**config.mk**
```make
export PLATFORM = sky130hd
export DESIGN_NAME = dual_digit_entry_ctrl_flat
export DESIGN_NICKNAME = d
export VERILOG_FILES = /design/src/rtl/dual_digit_entry_ctrl_if.sv /design/src/rtl/dual_digit_entry_ctrl.sv /design/src/flat_wrapper.sv
export SDC_FILE = /design/constraint.sdc
export NUM_CORES = 1
export LEC_CHECK = 0
export CORE_UTILIZATION = 35
export DETAILED_ROUTE_END_ITERATION = 12
export PLACE_DENSITY = 0.52
export SLEW_MARGIN = 15
export SYNTH_ARGS = -nofsm -noshare
export SYNTH_HDL_FRONTEND = slang
export SYNTH_SLANG_ARGS = --single-unit
```
**constraint.sdc**
```tcl
create_clock -name CLK -period 5.6 [get_ports CLK]
set_input_delay 0.84 -clock CLK [delete_from_list [all_inputs] [get_ports CLK]]
set_output_delay 0.84 -clock CLK [all_outputs]
set_load 0.03 [all_outputs]
```
**src/rtl/dual_digit_entry_ctrl_if.sv**
```systemverilog
// Bus between the entry controller and its environment: key/clear/switch inputs
// plus the load strobes and status that feed the two-digit BCD store.
interface dual_digit_entry_ctrl_if;
    logic       KEYn;
    logic       CLR;
    logic [3:0] BCD;
    logic       LOAD_A;
    logic       LOAD_B;
    logic [3:0] DATA;
    logic       SEL;
    logic       ERR;
    logic [1:0] COUNT;

    modport master (
        output KEYn, CLR, BCD,
        input  LOAD_A, LOAD_B, DATA, SEL, ERR, COUNT
    );

    modport slave (
        input  KEYn, CLR, BCD,
        output LOAD_A, LOAD_B, DATA, SEL, ERR, COUNT
    );
endinterface

```
**src/rtl/dual_digit_entry_ctrl.sv**
```systemverilog
// Debounces the entry key, validates the BCD switches and emits single-cycle
// load strobes alternating between digit A and digit B; CLR blanks both digits.
module dual_digit_entry_ctrl #(
    parameter int DEBOUNCE_CYCLES = 250000
) (
    input  logic                     CLK,
    input  logic                     RSTn,
    dual_digit_entry_ctrl_if.slave   bus
);

    localparam int                SYNC_STAGES = 2;
    localparam int                CNT_W       = $clog2(DEBOUNCE_CYCLES + 1);
    localparam logic [CNT_W-1:0]  CNT_LAST    = CNT_W'(DEBOUNCE_CYCLES - 1);
    localparam logic [CNT_W-1:0]  CNT_ONE     = CNT_W'(1);

    localparam logic [0:0] ST_IDLE     = 1'b0;
    localparam logic [0:0] ST_WAIT_REL = 1'b1;

    localparam logic [3:0] BLANK_CODE  = 4'hF;

    // sync_chain[0] is the raw pin; each stage resets to the released level.
    logic [SYNC_STAGES:0] sync_chain;
    logic                 key_sync;

    assign sync_chain[0] = bus.KEYn;
    assign key_sync      = sync_chain[SYNC_STAGES];

    genvar gi;
    generate
        for (gi = 0; gi < SYNC_STAGES; gi = gi + 1) begin : g_sync
            always_ff @(posedge CLK or negedge RSTn) begin
                if (!RSTn) begin
                    sync_chain[gi+1] <= 1'b1;
                end else begin
                    sync_chain[gi+1] <= sync_chain[gi];
                end
            end
        end
    endgenerate

    logic             key_level_reg;
    logic [CNT_W-1:0] deb_cnt_reg;
    logic             press_evt_reg;

    // The level flips on the DEBOUNCE_CYCLES-th consecutive mismatching edge.
    always_ff @(posedge CLK or negedge RSTn) begin
        if (!RSTn) begin
            key_level_reg <= 1'b1;
            deb_cnt_reg   <= '0;
            press_evt_reg <= 1'b0;
        end else begin
            press_evt_reg <= 1'b0;
            if (key_sync != key_level_reg) begin
                if (deb_cnt_reg == CNT_LAST) begin
                    key_level_reg <= key_sync;
                    deb_cnt_reg   <= '0;
                    press_evt_reg <= ~key_sync;
                end else begin
                    deb_cnt_reg <= deb_cnt_reg + CNT_ONE;
                end
            end else begin
                deb_cnt_reg <= '0;
            end
        end
    end

    logic [0:0] state_reg,  state_next;
    logic       load_a_reg, load_a_next;
    logic       load_b_reg, load_b_next;
    logic [3:0] data_reg,   data_next;
    logic       sel_reg,    sel_next;
    logic       err_reg,    err_next;
    logic [1:0] count_reg,  count_next;

    always_comb begin
        state_next  = state_reg;
        load_a_next = 1'b0;
        load_b_next = 1'b0;
        data_next   = data_reg;
        sel_next    = sel_reg;
        err_next    = err_reg;
        count_next  = count_reg;

        // Clear wins over a coincident press; that press is simply lost.
        if (bus.CLR) begin
            load_a_next = 1'b1;
            load_b_next = 1'b1;
            data_next   = BLANK_CODE;
            sel_next    = 1'b1;
            err_next    = 1'b0;
            count_next  = 2'd0;
            state_next  = key_level_reg ? ST_IDLE : ST_WAIT_REL;
        end else begin
            case (state_reg)
                ST_IDLE: begin
                    if (press_evt_reg) begin
                        if (bus.BCD <= 4'd9) begin
                            data_next   = bus.BCD;
                            load_a_next = sel_reg;
                            load_b_next = ~sel_reg;
                            sel_next    = ~sel_reg;
                            if (count_reg != 2'd2) begin
                                count_next = count_reg + 2'd1;
                            end
                        end else begin
                            err_next = 1'b1;
                        end
                        state_next = ST_WAIT_REL;
                    end
                end
                ST_WAIT_REL: begin
                    if (key_level_reg) begin
                        state_next = ST_IDLE;
                    end
                end
                default: state_next = ST_IDLE;
            endcase
        end
    end

    always_ff @(posedge CLK or negedge RSTn) begin
        if (!RSTn) begin
            state_reg  <= ST_IDLE;
            load_a_reg <= 1'b0;
            load_b_reg <= 1'b0;
            data_reg   <= BLANK_CODE;
            sel_reg    <= 1'b1;
            err_reg    <= 1'b0;
            count_reg  <= 2'd0;
        end else begin
            state_reg  <= state_next;
            load_a_reg <= load_a_next;
            load_b_reg <= load_b_next;
            data_reg   <= data_next;
            sel_reg    <= sel_next;
            err_reg    <= err_next;
            count_reg  <= count_next;
        end
    end

    assign bus.LOAD_A = load_a_reg;
    assign bus.LOAD_B = load_b_reg;
    assign bus.DATA   = data_reg;
    assign bus.SEL    = sel_reg;
    assign bus.ERR    = err_reg;
    assign bus.COUNT  = count_reg;

endmodule

```
**src/flat_wrapper.sv**
```systemverilog
// flat-port wrapper written by rule: the top's interface ports become plain ports
module dual_digit_entry_ctrl_flat 
#(
    parameter int DEBOUNCE_CYCLES = 250000
)
  (CLK, RSTn, bus_KEYn, bus_CLR, bus_BCD, bus_LOAD_A, bus_LOAD_B, bus_DATA, bus_SEL, bus_ERR, bus_COUNT);
  dual_digit_entry_ctrl_if bus_i ();
  input  logic CLK;
  input  logic RSTn;
  input wire logic [$bits(bus_i.KEYn)-1:0] bus_KEYn;
  input wire logic [$bits(bus_i.CLR)-1:0] bus_CLR;
  input wire logic [$bits(bus_i.BCD)-1:0] bus_BCD;
  output wire logic [$bits(bus_i.LOAD_A)-1:0] bus_LOAD_A;
  output wire logic [$bits(bus_i.LOAD_B)-1:0] bus_LOAD_B;
  output wire logic [$bits(bus_i.DATA)-1:0] bus_DATA;
  output wire logic [$bits(bus_i.SEL)-1:0] bus_SEL;
  output wire logic [$bits(bus_i.ERR)-1:0] bus_ERR;
  output wire logic [$bits(bus_i.COUNT)-1:0] bus_COUNT;
  assign bus_i.KEYn = bus_KEYn;
  assign bus_i.CLR = bus_CLR;
  assign bus_i.BCD = bus_BCD;
  assign bus_LOAD_A = bus_i.LOAD_A;
  assign bus_LOAD_B = bus_i.LOAD_B;
  assign bus_DATA = bus_i.DATA;
  assign bus_SEL = bus_i.SEL;
  assign bus_ERR = bus_i.ERR;
  assign bus_COUNT = bus_i.COUNT;
  dual_digit_entry_ctrl #(.DEBOUNCE_CYCLES(DEBOUNCE_CYCLES)) u_core (.CLK(CLK), .RSTn(RSTn), .bus(bus_i));
endmodule
```
==> flow_results.xml <==
<?xml version="1.0" encoding="UTF-8"?>
<metrics>
  <group name="outcome">
    <metric name="status" unit="">completed</metric>
  </group>
  <group name="worst_setup_path">
    <metric name="worstSetupEndpointType" unit="">primary output</metric>
    <metric name="critPathArrivalTime" unit="ns">1.51</metric>
    <metric name="crit_path_start_kind" unit="">flop</metric>
    <metric name="crit_buf_inv" unit="">1</metric>
    <metric name="critical_path.max_stage_delay" unit="ns">0.67</metric>
    <metric name="worst-setup-path-type" unit="">reg2out</metric>
    <metric name="worst_path_max_delay_cell" unit="">sky130_fd_sc_hd__clkdlybuf4s50_1</metric>
    <metric name="crit_fanout" unit="">4</metric>
    <metric name="critical_path.reg2reg.endpoint" unit="">u_core.deb_cnt_reg[6]</metric>
    <metric name="critical-path-top-delay-family" unit="">buffers and inverters</metric>
    <metric name="worst-endpoint-required" unit="ns">4.76</metric>
    <metric name="r2r_slack" unit="ns">3.44</metric>
    <metric name="r2r.worst_path.cells" unit="">4</metric>
    <metric name="worst_r2r_startpoint" unit="">u_core.deb_cnt_reg[0]</metric>
    <metric name="path_cells" unit="">clkdlybuf4s50_1</metric>
  </group>
  <group name="synth">
    <metric name="post_synthesis_sequential_area_ratio" unit="%">55.1</metric>
    <metric name="yosys.area_share.adder" unit="%">1.65</metric>
    <metric name="synth_area" unit="mm^2">0.00152</metric>
    <metric name="synth_top_area_cell" unit="">sky130_fd_sc_hd__dfrtp_1</metric>
    <metric name="cells_after_synth" unit="">144</metric>
    <metric name="combinational_family_with_the_most_area_after_synthesis" unit="">simple AND/OR/NAND/NOR gates</metric>
    <metric name="ys_top_cells_by_area" unit="">sky130_fd_sc_hd__dfrtp_1 41%, sky130_fd_sc_hd__dfstp_2 14%, sky130_fd_sc_hd__xnor2_1 8.7%</metric>
    <metric name="synth_top_area_share" unit="%">41.2</metric>
    <metric name="synthesis.area_per_instance" unit="um^2">10.5</metric>
    <metric name="post_synth_xor_area_fraction" unit="%">9.81</metric>
    <metric name="synthDistinctLibCells" unit="">32</metric>
    <metric name="synth.ff_latch_count" unit="">33</metric>
    <metric name="synthSimpleGateAreaFrac" unit="%">23.8</metric>
    <metric name="synth_compound_area_share" unit="%">6.43</metric>
    <metric name="synth.yosys.warnings" unit="">0</metric>
    <metric name="synth.mux.area_fraction" unit="%">0.989</metric>
    <metric name="synth.net_count" unit="">154</metric>
  </group>
  <group name="global_routing">
    <metric name="grt_max_degree" unit="">34</metric>
    <metric name="grt_first_pass_wirelength" unit="um">4850</metric>
    <metric name="use_met2" unit="%">22.2</metric>
    <metric name="first_global_vias" unit="">1019</metric>
    <metric name="grt_busiest_layer" unit="">met2</metric>
    <metric name="grt_antenna_before_repair" unit="">0</metric>
    <metric name="grt_overflow" unit="">0</metric>
    <metric name="grt_util_met3" unit="%">5.00</metric>
    <metric name="groute.usage.overall" unit="%">14.7</metric>
    <metric name="global_route.usage.met1" unit="%">19.9</metric>
  </group>
  <group name="sta">
    <metric name="worstMarginPinSlew" unit="ns">0.894</metric>
    <metric name="finalSetupTns" unit="ns">0</metric>
    <metric name="fmax" unit="GHz">0.425</metric>
    <metric name="maxSlewHeadroom" unit="%">40.2</metric>
    <metric name="setup_slack" unit="ns">3.25</metric>
    <metric name="drv_slew" unit="">0</metric>
    <metric name="final_hold_violation_count" unit="">0</metric>
    <metric name="setup_viol_count_final" unit="">0</metric>
    <metric name="finalCriticalPeriod" unit="ns">2.35</metric>
    <metric name="fin_worst_skew" unit="ns">0.00422</metric>
    <metric name="unrepaired_setup_endpoints_after_global_routing" unit="">no</metric>
    <metric name="layout_worst_path_cycle_share" unit="%">42.0</metric>
  </group>
  <group name="drt">
    <metric name="routed_wire_length_per_instance" unit="um">13.4</metric>
    <metric name="drt_wl_total" unit="um">2920</metric>
    <metric name="detail_route.iter0.violations" unit="">33</metric>
    <metric name="ant_nets" unit="">0</metric>
    <metric name="drt_first_pass_iters" unit="">4</metric>
    <metric name="detail_route.drc_violations" unit="">0</metric>
    <metric name="vias" unit="">1062</metric>
    <metric name="viasPerCell" unit="">4.87</metric>
  </group>
  <group name="die">
    <metric name="chipHeight" unit="um">67.9</metric>
    <metric name="die_area" unit="mm^2">0.00460</metric>
    <metric name="boundaryPins" unit="">18</metric>
    <metric name="rows" unit="">23</metric>
    <metric name="initial_core_util" unit="%">37.1</metric>
    <metric name="core_area" unit="mm^2">0.00409</metric>
    <metric name="die_width" unit="um">67.9</metric>
  </group>
  <group name="clock_tree">
    <metric name="clkSinkCount" unit="">33</metric>
    <metric name="cts-hold-fix-buffers" unit="">0</metric>
    <metric name="clk_pin_slew_worst_paths" unit="ns">0.07</metric>
    <metric name="post_cts.resized_instances" unit="">0</metric>
    <metric name="h-tree-depth" unit="">2</metric>
    <metric name="cts_buf_count" unit="">5</metric>
    <metric name="clock_insertion_delay_worst_skew" unit="ns">0.28</metric>
    <metric name="post-cts-setup-buffer-count" unit="">0</metric>
    <metric name="clock-root-buffer" unit="">sky130_fd_sc_hd__clkbuf_8</metric>
    <metric name="cts-root-to-sink-buffers" unit="">2</metric>
    <metric name="tritoncts" unit="">built</metric>
  </group>
  <group name="worst_hold_path">
    <metric name="hold_path_end" unit="">u_core.key_sync</metric>
    <metric name="hold_depth" unit="">0</metric>
    <metric name="worstHoldStart" unit="">u_core.sync_chain[1]</metric>
    <metric name="worst_hold_path_type" unit="">reg2reg</metric>
  </group>
  <group name="final_layout">
    <metric name="post_route_cells_drive_above_1_share" unit="%">14.3</metric>
    <metric name="multi_input_area" unit="um^2">648</metric>
    <metric name="largest_reg_flops" unit="">18</metric>
    <metric name="synthToLayoutAreaGrowth" unit="%">22.7</metric>
    <metric name="layout_commonest_cell" unit="">sky130_fd_sc_hd__dfrtp_1</metric>
    <metric name="final_nets" unit="">177</metric>
    <metric name="final.fill_count" unit="">392</metric>
    <metric name="antenna-diode-count" unit="">0</metric>
    <metric name="register_area" unit="um^2">836</metric>
    <metric name="layout.cells.most_common_list" unit="">25 x sky130_fd_sc_hd__dfrtp_1, 23 x sky130_fd_sc_hd__nor2_1, 17 x sky130_fd_sc_hd__clkdlybuf4s50_1, 15 x sky130_fd_sc_hd__xnor2_1, 12 x sky130_fd_sc_hd__nand2_1</metric>
  </group>
  <group name="power_and_ir_drop">
    <metric name="ir_drop_worst_case_vdd" unit="uV">156</metric>
    <metric name="power.density_cell_area" unit="mW/mm^2">264</metric>
    <metric name="power.leakage" unit="nW">0.738</metric>
  </group>
  <group name="placement">
    <metric name="hpwlAfterDp" unit="um">2060</metric>
    <metric name="preCtsSetupSlack" unit="ns">3.38</metric>
    <metric name="port_buffers" unit="">17</metric>
    <metric name="finalWeightedCongestion" unit="">0.775</metric>
  </group>
  <group name="run">
    <metric name="max_cap_violations" unit="">0</metric>
  </group>
</metrics>
==> cell usage after synthesis, drive strengths merged <==
library cell / n
o21bai: 1
nor2: 23
a21o: 1
nor3b: 1
nand3: 6
nand2b: 5
o41ai: 1
o21a: 1
a31oi: 1
dfrtp: 25
a21oi: 3
xnor2: 15
buf: 1
nor3: 3
xor2: 2
and3: 1
or2: 1
o21ai: 4
nor4: 6
or4: 3
mux2: 1
o22ai: 1
nand2: 12
inv: 6
clkbuf: 1
nand4: 4
nand3b: 3
dfstp: 8
ha: 2
or3: 2
==> worst max path at each step <==
stage,start,to,slack (ns),cells past startpoint
6_report,u_core.bus.SEL,bus_SEL,3.25,1
5_1_grt,u_core.bus.SEL,bus_SEL,3.21,1
3_3_place_gp,bus_BCD[2],u_core.bus.COUNT[1],3.37,5
3_5_place_dp,bus_BCD[2],u_core.bus.COUNT[1],3.38,5
4_1_cts,u_core.bus.SEL,bus_SEL,3.24,1
2_1_floorplan,u_core.deb_cnt_reg[0],u_core.key_level_reg,3.77,4
==> metal layers <==
layer  share of wire [%]  up-vias
li1                    -      537
met2                  46       13
met5                   0        -
met4                 1.2        0
met3                 3.8        5
met1                  49      507
==> power breakdown <==
group	internal, W	switching [W]
Clock	0.000133	0.0000922
Combinational	0.00000974	0.0000121
Sequential	0.000242	0.00000262
==> area by class of cell <==
class | instances | area share [%]
clock buffer | 5 | 3.70
clock inverter | 3 | 2.49
timing repair buffer | 18 | 9.54
sequential | 33 | 44.9
tap | 50 | 3.36
inverter | 6 | 1.21
multi-input combinational | 103 | 34.8
==> stage by stage <==
step | hold WS, ns | util [%] | std cells | instance area (um^2) | total power, W
global placement | 0.349 | 42.7 | 210 | 1750 | 0.000271
global route | 0.377 | 45.6 | 218 | 1860 | 0.000513
floorplan | 0.345 | - | 144 | 1520 | 0.000258
finish | 0.371 | 45.6 | 218 | 1860 | 0.000492
detailed placement | 0.353 | 42.7 | 210 | 1750 | 0.000272
CTS | 0.368 | 45.6 | 218 | 1860 | 0.000499
==> logic make-up after synthesis <==
family | count (synthesis)
AND/OR/NAND/NOR | 70
flip-flops | 33
XOR/XNOR | 17
AO/OA/AOI/OAI | 13
buffers and inverters | 8
adder cells (fa/ha/maj) | 2
multiplexers | 1
Note: power is estimated with default switching activity, not from simulation.
==> edit (same flow settings) <==
`DEBOUNCE_CYCLES` is set to 250000 in 2 places; all go to 125000.
--- a/src/rtl/dual_digit_entry_ctrl.sv
+++ b/src/rtl/dual_digit_entry_ctrl.sv
@@ -1,7 +1,7 @@
 // Debounces the entry key, validates the BCD switches and emits single-cycle
 // load strobes alternating between digit A and digit B; CLR blanks both digits.
 module dual_digit_entry_ctrl #(
-    parameter int DEBOUNCE_CYCLES = 250000
+    parameter int DEBOUNCE_CYCLES = 125000
 ) (
     input  logic                     CLK,
     input  logic                     RSTn,
--- a/src/flat_wrapper.sv
+++ b/src/flat_wrapper.sv
@@ -1,7 +1,7 @@
 // flat-port wrapper written by rule: the top's interface ports become plain ports
 module dual_digit_entry_ctrl_flat 
 #(
-    parameter int DEBOUNCE_CYCLES = 250000
+    parameter int DEBOUNCE_CYCLES = 125000
 )
   (CLK, RSTn, bus_KEYn, bus_CLR, bus_BCD, bus_LOAD_A, bus_LOAD_B, bus_DATA, bus_SEL, bus_ERR, bus_COUNT);
   dual_digit_entry_ctrl_if bus_i ();
Check against the original RTL: no difference found for any inputs over 10 cycles, from zero or initial values and one cycle with RSTn low; that may be too few to reach the edited logic, so the function may still have changed.
==> edit against the unedited design <==
Worst setup slack improved by 0.0079 ns. Sequential power fell by 3%. Sequential cell count fell by 1. Global-route usage rose by 0.19 points. Synthesized area fell by 3.0%. Count of clock-buffer cells in the layout rose by 3. Power fell by 11%. Die area fell by 2.9%. Register-to-register slack improved by 0.39 ns. Cell area fell by 5.3%. Routed wire length fell by 12%.
==> edit: results (changes against the unedited design) <==
hpwl dp 1751 um (-15%); CTS root buf clkbuf_8; gp weighted congestion 0.7588 (-2.1%); n_diodes 0 (unchanged); Hold Startpoint u_core.sync_chain[1]; largest net degree at the start of global routing 33 (-2.9%); synth unique cells 33 (+3.1%); share of cells above drive strength 1 11.73% (-2.6 points); RR Startpoint u_core.deb_cnt_reg[10]; max FFs per register 17 (-1); Total GRT Usage 14.93% (+0.19 points); Fillers 402 (+2.6%); DR iter-0 viols 34 (+3.0%); Setup Skew 0.004018 ns (-0.0002042 ns); latest clock arrival within the worst-skew pair 0.28 ns (about the same); fin nets 171 (-3.4%); maximum vdd drop 107.1 uV (-31%); CP Launch Point u_core.bus.SEL; first-pass GRT wire length 4726 um (-2.6%); Post-Syn Instances 140 (-2.8%); Post-DRT Antenna Nets 0 (unchanged); fin util 43.76% (-1.8 points); Slowest-stage cell, CP clkdlybuf4s50_1; vias in the first global route 1059 (+3.9%); TritonCTS Buffers 5 (unchanged); Worst Path Arrival 1.50 ns; total iterations of the first detailed-routing run 4 (unchanged); Mapped Nets 150 (-2.6%); via/cell ratio 4.868 (about the same); WL/cell 12.08 um (-9.7%); vias 1032 (-2.8%); ys flop type dfrtp_1; relative slew slack 73.60% (+33 points); Place WS 3.399 ns (+0.02212 ns); Hold Path Class register to register; status finished, final reports clean; CP max FO 4 (unchanged); initial antenna violation count 0 (unchanged); internal power 344.8 uW (-10%); leakage power 0.6986 nW (-5.3%); Cells after DPL 204 (-2.9%); Setup TNS Final 0 ns (unchanged); main area contributors after synthesis dfrtp_1 41%, dfstp_2 14%, xnor2_1 8.9%; Port-buffer cells 17 (unchanged); residual DRC count 0 (unchanged); sequential area share after synthesis 55.06% (about the same); H-tree depth 2 (unchanged); placed cell area 1673 sq um (-4.2%); Clock transition at path regs 0.06 ns; post-CTS sizing 0 (unchanged); CP max stage delay 0.67 ns (about the same); Top delay family on crit path buffers and inverters; Async SR Flop Fraction 100.0% (unchanged); Ys Warns 0 (unchanged); # Post-CTS Setup Buffers 0 (unchanged); list of most frequent post-synthesis cells 24 x dfrtp_1, 24 x nor2_1, 15 x xnor2_1
## edit: cell count changes after synthesis, sizes merged, moves of 2 or more
cell / change
a21oi: -2
o21ai: -2
or3: -2
nor3: +3
or4: -3
## edit: power by group through the flow
| stage | clock, mW | sequential [mW] | combinational [mW] |
|---|---|---|---|
| final | 0.179 | 0.238 | 0.0214 |
| after global routing | 0.196 | 0.238 | 0.0247 |
| after CTS | 0.188 | 0.237 | 0.0223 |
| after detailed placement | 0 | 0.242 | 0.0221 |
| after global placement | 0 | 0.241 | 0.0220 |
| after floorplan | 0 | 0.243 | 0.00970 |
## edit: routing by layer
layer	share of wire, %	global-route usage, %	routed length, um
met1	46	17.46	1183
met2	44	22.47	1124
met3	6.0	5.822	154
met4	3.9	9.840	99
met5	0	0	0
## edit: logic make-up (layout without fill, tap and decap cells)
kind of cell | Yosys count | after routing | share of synthesized area, %
xor+xnor | 18 | 18 | 10.71
simple gates | 69 | 69 | 23.79
fa+ha+maj | 2 | 2 | 1.699
mux | 1 | 1 | 0.7646
flops | 32 | 32 | 55.06
buf+inv | 9 | 31 | 3.993
compound gates | 9 | 9 | 3.994
## edit: area by class of cell
cell class              instances  area share [%]
multi-input cells              99           34.21
flip-flops and latches         32           45.99
well taps                      50           3.549
inverters                       5           1.065
clock buffers                   8           5.110
repair buffers                 18           10.08
## edit: path summary, 6_finish.rpt
| path | endpoint | slack, ns | cells after the start |
|---|---|---|---|
| max | bus_SEL | 3.26 | 1 |
| min | u_core.key_sync | 0.36 | 0 |
| max reg2reg | u_core.deb_cnt_reg[15] | 3.83 | 4 |
| min reg2reg | u_core.key_sync | 0.36 | 0 |
| max in group asynchronous | u_core.bus.SEL | 4.32 | 2 |
| min in group asynchronous | u_core.deb_cnt_reg[2] | 0.96 | 2 |
